==> src/rtl/pixel_sub_pkg.sv <==
// pixel_sub_pkg: shared defaults, pixel type and transform modes for the pixel sub-stages
//   DEF_COMP_W / DEF_NUM_COMP / DEF_PIX_W : default component width, count and pixel width
//   pixel_t                               : default-width pixel, component 0 in LSBs
//   mode_t                                : per-pixel transform select
package pixel_sub_pkg;
   localparam int DEF_COMP_W = 8;
   localparam int DEF_NUM_COMP = 3;
   localparam int DEF_PIX_W = DEF_COMP_W * DEF_NUM_COMP;
   typedef logic [DEF_PIX_W-1:0] pixel_t;
   typedef enum logic [1:0] {MODE_PASS, MODE_REV, MODE_INV, MODE_MONO} mode_t;
endpackage

==> src/rtl/pixel_sync_fifo.sv <==
// pixel_sync_fifo: DEPTH-entry synchronous FIFO with show-ahead head output
//   cp    : clock, rising edge
//   reset : asynchronous active-low reset, empties the FIFO
//   push  : write din (caller must not push when full)
//   pop   : drop the head entry (caller must not pop when empty)
//   din   : entry to write
//   dout  : head entry, valid while !empty
//   full  : DEPTH entries held
//   empty : no entries held
module pixel_sync_fifo #(
   parameter int W = 25,
   parameter int DEPTH = 4
) (
   input  logic         cp,
   input  logic         reset,
   input  logic         push,
   input  logic         pop,
   input  logic [W-1:0] din,
   output logic [W-1:0] dout,
   output logic         full,
   output logic         empty
);
   localparam int AW = $clog2(DEPTH);
   logic [W-1:0] mem [DEPTH];
   logic [AW-1:0] wp, rp;
   logic [AW:0] cnt;
   assign dout = mem[rp];
   assign full = cnt == (AW+1)'(DEPTH);
   assign empty = cnt == '0;
   always_ff @(posedge cp)
      if (push) mem[wp] <= din;
   // DEPTH is a power of two, so the pointers wrap by plain overflow
   always_ff @(posedge cp or negedge reset)
      if (!reset) begin
         wp <= '0;
         rp <= '0;
         cnt <= '0;
      end else begin
         wp <= wp + AW'(push);
         rp <= rp + AW'(pop);
         cnt <= cnt + (AW+1)'(push) - (AW+1)'(pop);
      end
endmodule

==> src/rtl/pixel_stage_sub1_p.sv <==
// pixel_stage_sub1_p: transforms accepted pixels, buffers them and tags line position on output
//   cp / reset            : clock (rising edge) and asynchronous active-low reset
//   sub1_in_valid/ready   : input handshake; ready = !full, low while in reset
//   sub1_in_pixel/sof     : input pixel (component 0 in LSBs) and start-of-frame tag
//   sub1_mode             : transform applied to the pixel accepted this cycle
//   sub1_out_valid/ready  : output handshake for the FIFO head
//   sub1_out_pixel        : transformed head pixel, zero when nothing is buffered
//   sub1_to_sub2          : head pixel is the last of its line
//   sub1_to_sub2_and_top  : registered count of lines completed since the last sof
module pixel_stage_sub1_p
   import pixel_sub_pkg::*;
#(
   parameter int COMP_W = DEF_COMP_W,
   parameter int NUM_COMP = DEF_NUM_COMP,
   parameter int DEPTH = 4,
   parameter int LINE_LEN = 640,
   parameter int LCNT_W = 12
) (
   input  logic                       cp,
   input  logic                       reset,
   input  logic                       sub1_in_valid,
   output logic                       sub1_in_ready,
   input  logic [COMP_W*NUM_COMP-1:0] sub1_in_pixel,
   input  logic                       sub1_in_sof,
   input  logic [1:0]                 sub1_mode,
   output logic                       sub1_out_valid,
   input  logic                       sub1_out_ready,
   output logic [COMP_W*NUM_COMP-1:0] sub1_out_pixel,
   output logic                       sub1_to_sub2,
   output logic [LCNT_W-1:0]          sub1_to_sub2_and_top
);
   localparam int PIX_W = COMP_W * NUM_COMP;
   localparam int CW = $clog2(LINE_LEN);
   localparam logic [CW-1:0] LAST = CW'(LINE_LEN - 1);
   mode_t mode;
   logic [PIX_W-1:0] xf, head_pix;
   logic head_sof, push, pop, full, empty, eol;
   logic [CW-1:0] col, eff_col;
   logic [LCNT_W-1:0] lcnt;
   assign mode = mode_t'(sub1_mode);
   always_comb begin
      xf = '0;
      for (int i = 0; i < NUM_COMP; i++)
         xf[i*COMP_W +: COMP_W] =
            mode == MODE_REV  ? sub1_in_pixel[(NUM_COMP-1-i)*COMP_W +: COMP_W] :
            mode == MODE_INV  ? ~sub1_in_pixel[i*COMP_W +: COMP_W] :
            mode == MODE_MONO ? sub1_in_pixel[COMP_W-1:0] :
                                sub1_in_pixel[i*COMP_W +: COMP_W];
   end
   // reset gates ready so nothing is accepted while the stage is held in reset
   assign sub1_in_ready = reset && !full;
   assign push = sub1_in_valid && sub1_in_ready;
   assign sub1_out_valid = !empty;
   assign pop = sub1_out_valid && sub1_out_ready;
   pixel_sync_fifo #(.W(PIX_W + 1), .DEPTH(DEPTH)) u_fifo (
      .cp(cp),
      .reset(reset),
      .push(push),
      .pop(pop),
      .din({sub1_in_sof, xf}),
      .dout({head_sof, head_pix}),
      .full(full),
      .empty(empty)
   );
   // an sof head starts a new line regardless of where the previous one got to
   assign eff_col = head_sof ? '0 : col;
   assign eol = sub1_out_valid && eff_col == LAST;
   assign sub1_to_sub2 = eol;
   assign sub1_out_pixel = sub1_out_valid ? head_pix : '0;
   assign sub1_to_sub2_and_top = lcnt;
   always_ff @(posedge cp or negedge reset)
      if (!reset) begin
         col <= '0;
         lcnt <= '0;
      end else if (pop) begin
         col <= eol ? '0 : eff_col + CW'(1);
         lcnt <= head_sof ? '0 : eol ? lcnt + LCNT_W'(1) : lcnt;
      end
endmodule
==> config.mk <==
export PLATFORM = sky130hd
export DESIGN_NAME = pixel_stage_sub1_p
export DESIGN_NICKNAME = d
export VERILOG_FILES = /design/src/rtl/pixel_sub_pkg.sv /design/src/rtl/pixel_sync_fifo.sv /design/src/rtl/pixel_stage_sub1_p.sv
export SDC_FILE = /design/constraint.sdc
export NUM_CORES = 1
export LEC_CHECK = 0
export CAP_MARGIN = 20
export CORE_UTILIZATION = 24
export CTS_BUF_LIST = sky130_fd_sc_hd__clkbuf_4 sky130_fd_sc_hd__clkbuf_8 sky130_fd_sc_hd__clkbuf_16
export DETAILED_ROUTE_END_ITERATION = 8
export HOLD_SLACK_MARGIN = 0.15
export PLACE_DENSITY = 0.47
export SLEW_MARGIN = 10
export SYNTH_ARGS = -nofsm -noshare
export SYNTH_HDL_FRONTEND = slang
export SYNTH_SLANG_ARGS = --single-unit
==> constraint.sdc <==
create_clock -name cp -period 5.3 [get_ports cp]
set_clock_uncertainty 0.15 [all_clocks]
set_input_delay 1.06 -clock cp [delete_from_list [all_inputs] [get_ports cp]]
set_output_delay 1.06 -clock cp [all_outputs]
set_load 0.03 [all_outputs]
# After elaboration in Yosys (flattened, before gate mapping)
# Memory sizes are Yosys's and may differ from the RTL's.
# Index checks and enable logic that the tools add are counted.
dict set report totals {
  ram_bits 100
  wordCells 44
  out_inout_bits 39
  reg_bits 29
  inputBits 31
  mem_count 1
}
# memory depth width rd rd_ports_with_merged_regs write_ports line
set memory_table {}
lappend memory_table {u_fifo.mem 4 25 1 0 1 pixel_sync_fifo.sv:24} ;# logic [W-1:0] mem [DEPTH];
dict set report op_classes {
  reduce_logical 9
  n_addsub 6
  mux 15
  eq_ne 5
  bitwise_logic 3
}
# op count
set ops {}
lappend ops {{$mux 8} 8}
lappend ops {{$mux 12} 2}
lappend ops {{$mux 24} 1}
lappend ops {{$not 8->8} 3}
lappend ops {{$mux 10} 2}
lappend ops {{$add 12x1->12 const B} 1}
lappend ops {{$add 10x1->10 const B} 1}
lappend ops {{$eq 10x10->1 const B} 1}
lappend ops {{$add 2x1->2} 2}
lappend ops {{$eq 2x2->1 const B} 2}
lappend ops {{$logic_and 1x1->1} 4}
lappend ops {{$add 3x1->3} 1}
lappend ops {{$eq 3x3->1 const B} 1}
lappend ops {{$logic_not 3->1} 1}
lappend ops {{$sub 3x1->3} 1}
lappend ops {{$eq 2x1->1 const B} 1}
lappend ops {{$logic_not 1->1} 2}
lappend ops {{$mux 1} 2}
lappend ops {{$reduce_and 2->1} 1}
lappend ops {{$reduce_bool 2->1} 1}

# Logic depth before layout (Yosys ltp)
# Gate-level depths: netlist (run 1).
dict set report depth {
  ltp_word 6
  mapped_depth 10
}

# Cells and area by module
# From an unflattened synthesis (run 1), not the netlist that was laid out.
dict set report unflattened {
  cells_unflattened 431
  hier_area_um2 6120.9
}
# module cells_each seq_area_each_um2 area_per_inst_um2 n_inst
set by_module_without_submodules {}
lappend by_module_without_submodules {pixel_sync_fifo 156 3178.0 3995.1 1}
lappend by_module_without_submodules {pixel_stage_sub1_p 275 550.5 2125.8 1}

# Worst setup path before layout (run 1)
# Ideal clock, no wire load.
dict set report synth_path {
  path_type {input -> register}
  start {input port reset}
  end {memory u_fifo.mem[1][0] (enable)}
  path_stages 3
  setup_time_ps 444
  arrival_ps 3447
  path_slack_ps 1260
  path_cell_list {o31a_1 -> nand2_1 -> nor3b_1}
}
dict set report synth_between {
  elab_chain_len 4
}
# item line
set synth_lines {}
lappend synth_lines {{from (decl)} pixel_stage_sub1_p.sv:20} ;# input logic reset,
lappend synth_lines {{$logic_and 1x1->1} pixel_stage_sub1_p.sv:51} ;# assign sub1_in_ready = reset && !full;
lappend synth_lines {{$logic_and 1x1->1} pixel_stage_sub1_p.sv:52} ;# assign push = sub1_in_valid && sub1_in_ready;
lappend synth_lines {{$mux 1} pixel_sync_fifo.sv:31} ;# if (push) mem[wp] <= din;
lappend synth_lines {{$mux 1 (not written as such)} pixel_sync_fifo.sv:31}
lappend synth_lines {{to (decl)} pixel_sync_fifo.sv:24}
# Every way passes these cells.

# Worst setup path in the final report (run 1)
dict set report layout_path {
  start {memory u_fifo.mem[3][24]}
  end {output port sub1_to_sub2}
}
dict set report layout_between {
  elab_chain_len 4
}
# item line
set layout_lines {}
lappend layout_lines {{$mem_v2 4x25} n/a}
lappend layout_lines {{$mux 10} pixel_stage_sub1_p.sv:66} ;# assign eff_col = head_sof ? '0 : col;
lappend layout_lines {{$eq 10x10->1} pixel_stage_sub1_p.sv:67} ;# assign eol = sub1_out_valid && eff_col == LAST;
lappend layout_lines {{$logic_and 1x1->1} pixel_stage_sub1_p.sv:67}
lappend layout_lines {{to (decl)} pixel_stage_sub1_p.sv:29} ;# output logic sub1_to_sub2,
# Every way passes these cells.

==> metrics.yaml, run 1 <==
status: "finished, final reports clean"
worstMarginPinSlew_ns: 0.9774
timing.fmax_mhz: 213.4
synth_top_flop_cell: "edfxtp_1"
critPathRequiredTime_ns: 4.09
ys_types: 51
first_pass_iters: 4
synth_area_leaders: "edfxtp_1 49%, dfrtp_1 12%, mux4_2 8.1%"
reg2reg_from: "u_fifo.mem[3][24]"
cts_resized: 0
power.leakage_uw: 0.002779
grt_usage: 0.1180
path_clk_slew_ns: 0.06
wl_um: 14400
hold_class: "register to register"
grt_pass1_vias: 4005
syn_inst: 433
drv_slew: 0
vias: 3826
die_h_um: 161.6
antenna_found_initial: 0
tritoncts: "yes"
cap_violations: 0
postLayoutCellArea_mm2: 0.007802
crit_type: "register to primary output"
ir_drop_mv: 0.2294
setup_violations: 0
final_cell_mix: "100 x edfxtp_1, 68 x clkdlybuf4s50_1, 28 x dfrtp_1"
die_x_um: 161.6
synth-edff-count: 100
r2r_end: "sub1_to_sub2_and_top[1]"
postCtsHoldBufs: 0
hold_start: "col[1]"
maxSlewHeadroom: 0.3464
fin_nets: 547
drive_gt1_frac: 0.1724
io_pins: 70
grt_max_degree: 33
synth.avg_cell_area_um2: 14.11
hold_viol_final: 0
port-buffer-count: 69
htreeDepth: 4
root_buffer: "clkbuf_16"
synth-seq-cells: 129
cts_buffers: 17
r2r_slack_ns: 2.21
synth_area_mm2: 0.006110
min_period_ns: 4.686
powerDensity_mw_per_mm2: 522.3
area_growth_pct: 27.71
n_antenna_cell: 0
arrival_ns: 3.48
wl_per_cell_um: 16.90
rsz0062_at_grt: "false"
syn_nets: 471
fin_tns_setup_ns: 0
yosysTopAreaCell: "edfxtp_1"
insertion_delay_ns: 0.42
cp-end-kind: "primary output"
rows: 58
initial_utilization: 0.2433
drtAntennaViolNets: 0
finalPower_uw: 4075
die_area_mm2: 0.02610
cp_max_fo: 17
drc: 0
viasPerCell: 4.491
async_flop_share: 0.2248
grt_pass1_wl_um: 23070
gp_congestion: 0.7662
cts.sinks: 129
synth-seq-area-share: 0.6103
clockBufferDepth: 2
place_area_mm2: 0.007207
initialDrtViolationCount: 261
critPathCapture: "sub1_to_sub2"
fin_crit_sh: 0.8841
final_common_cell: "edfxtp_1"
synth_top_area_frac: 0.4915
ys.warnings.count: 0
dp_hpwl_um: 9328
cts_setup_buffers: 0
fp.coreArea_mm2: 0.02511
ff2ff_path_depth: 7
startpoint_type: "register"
grt_overflow_total: 0
cp-startpoint: "u_fifo.mem[3][24]"
## sequential cells by signal, summed over array words and instances (netlist names)
register / count
col: 10
sub1_to_sub2_and_top: 12
u_fifo.cnt: 3
u_fifo.mem: 100
u_fifo.rp: 2
u_fifo.wp: 2
## cells in the mapped netlist, types with 2 or more instances
cell type	n
nor4_1	2
ha_1	6
mux2i_1	23
dfrtp_1	29
nor2_1	25
nor4b_1	2
nor3_1	5
a31oi_1	3
xnor2_1	2
buf_2	3
nand4_1	10
and2_1	26
mux2_2	10
xor2_1	18
nand2_1	25
mux4_2	22
a21oi_1	18
a22o_1	2
a211o_1	2
and3_1	3
o211ai_1	9
or2_2	5
nand3_1	7
edfxtp_1	100
o21ai_0	12
inv_1	19
nor2b_1	2
clkbuf_1	18
mux4_1	3
## report_power, final
group / switching [uW] / total (uW) / internal, uW / leakage (uW)
Combinational: 868 / 1540 / 671 / 0.00121
Sequential: 104 / 1360 / 1260 / 0.00128
Clock: 501 / 1170 / 671 / 0.000291
## per-stage QoR
step,hold slack [ns],std cells,utilization,worst slack [ns]
floorplan,0.3283,433,-,1.260
global placement,0.3695,820,0.2870,1.106
detailed placement,0.3714,820,0.2870,1.045
CTS,0.3882,852,0.3107,0.5732
global route,0.4110,852,0.3107,0.3510
finish,0.3846,852,0.3107,0.6141
## worst min path at each step
stage,end,slack [ns],depth (start not counted)
CTS,col[9],0.39,1
finish,col[1],0.38,2
global placement,col[9],0.37,1
floorplan,col[1],0.33,2
detailed placement,col[9],0.37,1
global route,col[9],0.41,1
## routing by layer
layer	track usage	part of all wire
met1	0.1444	0.44
met5	0	0
met4	0.03302	0.010
met3	0.04083	0.058
met2	0.1963	0.49
## layout make-up
cell class              instances  area, um2
clock inverters                15      170.2
multi-input cells             262       2225
repair buffers                 80      768.2
fillers                      2549      17310
clock buffers                  17      425.4
inverters                      19      71.32
flip-flops and latches        129       3730
well taps                     330      412.9
## worst max-delay path, cell delays in order (launching register included)
cell and delay, ns:
edfxtp_1 0.40, mux4_2 0.67, nor2b_1 0.18, ha_1 0.22
and4_1 0.21, nand4_1 0.39, nor2_1 0.28, clkdlybuf4s50_1 0.70
## cell families (layout without fill, tap and decap cells)
logic type / Yosys count / in the layout / synth area share
AO/OA/AOI/OAI: 54 / 54 / 0.05632
XOR/XNOR: 20 / 20 / 0.02867
adder cells (fa/ha/maj): 7 / 7 / 0.01556
buffers and inverters: 42 / 131 / 0.02764
flip-flops: 129 / 129 / 0.6103
multiplexers: 58 / 58 / 0.1501
AND/OR/NAND/NOR: 123 / 123 / 0.1114
No activity file was read; power rests on OpenSTA's default activity.
==> inputs of run 2 (changes only) <==
==> constraint.sdc (replaced) <==
create_clock -name cp -period 5.3 [get_ports cp]
set_clock_uncertainty 0.15 [all_clocks]
set_input_delay 1.06 -clock cp [delete_from_list [all_inputs] [get_ports cp]]
set_output_delay 1.06 -clock cp [all_outputs]
set_load 0.05 [all_outputs]
==> run 2 against run 1 <==
Worst setup slack better by 0.44 ns; sequential power about the same; count of clock-buffer cells in the layout unchanged; wire length up 0.45%; register-to-register slack worse by 0.03 ns; die area unchanged; total power up 4.7%; core utilization down 0.095 points; critical path type unchanged; largest power group unchanged.
==> metrics.yaml, run 2 (same netlist as run 1, synthesis figures left out) <==
min_period_ns: 4.246  # -0.4396 ns
fin_crit_sh: 0.8012  # -0.08294
holdWs_ns: 0.3963  # +0.01167 ns
fin_nets: 546  # -0.18%
rows: 58  # unchanged
wl_met3_um: 999  # +20%
timing.fmax_mhz: 235.5  # +10%
crit_type: "register to primary output"
path_clk_slew_ns: 0.06  # about the same
postCtsHoldBufs: 0  # unchanged
area_growth_pct: 27.32
fin_tns_setup_ns: 0  # unchanged
clockBufferDepth: 2  # unchanged
tritoncts: "yes"
root_buffer: "clkbuf_16"
nFillCells: 2555  # +0.24%
routed.top_layer: "met4"
fp.coreArea_mm2: 0.02511  # unchanged
cts.sinks: 129  # unchanged
largest_reg_flops: 100  # unchanged
initial_utilization: 0.2433  # unchanged
final_common_cell: "edfxtp_1"
drv_slew: 0  # unchanged
regMostFlops: "u_fifo.mem"
cts_resized: 0  # unchanged
final_cell_mix: "100 x edfxtp_1, 67 x clkdlybuf4s50_1, 28 x dfrtp_1"
n_antenna_cell: 0  # unchanged
ir_drop_mv: 0.2891  # +26%
wl_met2_um: 7287  # +2.8%
status: "finished, final reports clean"
hold_viol_final: 0  # unchanged
rsz0062_at_grt: "false"
wl_um: 14470  # +0.45%
first_pass_iters: 4  # unchanged
viasPerCell: 4.504  # +0.30%
cts_buffers: 17  # unchanged
wl_per_cell_um: 17.00  # +0.57%
cp-end-kind: "primary output"
insertion_delay_ns: 0.41  # about the same
setup_violations: 0  # unchanged
arrival_ns: 3.04  # -0.44 ns
worstMarginPinSlew_ns: 0.9555  # -0.02185 ns
vias: 3833  # +0.18%
io_pins: 70  # unchanged
die_area_mm2: 0.02610  # unchanged
powerDensity_mw_per_mm2: 548.6  # +5.0%
gp_congestion: 0.7716  # +0.70%
drive_gt1_frac: 0.1689  # -0.003508
cp_max_fo: 17  # unchanged
die_x_um: 161.6  # unchanged
cts_setup_buffers: 0  # unchanged
startpoint_type: "register"
drtAntennaViolNets: 0  # unchanged
initialDrtViolationCount: 211  # -19%
antenna_found_initial: 0  # unchanged
htreeDepth: 4  # unchanged
grt_pass1_vias: 4048  # +1.1%
drc: 0  # unchanged
met1Wirelength_um: 6093  # -3.8%
hold_class: "register to register"
port-buffer-count: 69  # unchanged
grt_pass1_wl_um: 22760  # -1.3%
power.leakage_uw: 0.002769  # -0.38%
cap_violations: 0  # unchanged
maxSlewHeadroom: 0.3623  # +0.01591
grt_max_degree: 33  # unchanged
grt_usage: 0.1158  # -0.002171
die_h_um: 161.6  # unchanged
critPathRequiredTime_ns: 4.09  # about the same
grt_overflow_total: 0  # unchanged
dp_hpwl_um: 9356  # +0.30%
## run 2: cell count changes in the layout (fill, tap and decap cells not counted), sizes merged
cell	delta
inv	-1
clkinv	+1
clkdlybuf4s50	-1
## run 2: report_power, final
group	leakage, uW	switching (uW)	total (uW)	internal, uW
clock	0.000280	477	1140	661
sequential	0.00128	105	1360	1260
combinational	0.00121	1100	1770	665
## run 2: area by class of cell
cell class	instances	area [um2]	share of cell area
multi-input combinational	262	2225	0.2860
timing repair buffer	79	765.7	0.09844
clock inverter	15	148.9	0.01914
clock buffer	17	425.4	0.05469
inverter	19	71.32	0.009168
tap	330	412.9	0.05308
sequential	129	3730	0.4795
## run 2: final timing paths
check                                  start                       to  slack (ns)  cells after the start
min in group asynchronous              reset  sub1_to_sub2_and_top[8]        1.05                      2
max                        u_fifo.mem[3][24]             sub1_to_sub2        1.05                      7
min                                   col[9]                   col[9]        0.40                      1
max reg2reg                u_fifo.mem[3][24]  sub1_to_sub2_and_top[1]        2.18                      7
max in group asynchronous              reset             u_fifo.rp[0]        3.63                      2
min reg2reg                           col[9]                   col[9]        0.40                      1
## run 2: critical path, stage by stage, from the launching register on
cell and delay (ns):
edfxtp_1 0.39, mux4_2 0.68, nor2b_1 0.18, ha_1 0.23, and4_1 0.22, nand4_1 0.38
nor2_1 0.31, buf_4 0.24
## run 2: routing by layer
layer  GRT usage  vias to the layer above
li1            -                     1801
met3     0.04879                        8
met1      0.1357                     1919
met5           0                        -
met2      0.1963                      105
met4     0.02573                        0
## run 2: stage by stage
step	std cells	total power (uW)	worst slack, ns	util	instance area [um2]
5_1_grt	851	4474	0.7498	0.3098	7779
3_3_place_gp	818	3157	1.386	0.2863	7189
2_1_floorplan	433	2603	1.082	-	6110
4_1_cts	850	4324	1.001	0.3092	7764
6_report	851	4267	1.054	0.3098	7779
3_5_place_dp	818	3174	1.408	0.2863	7189
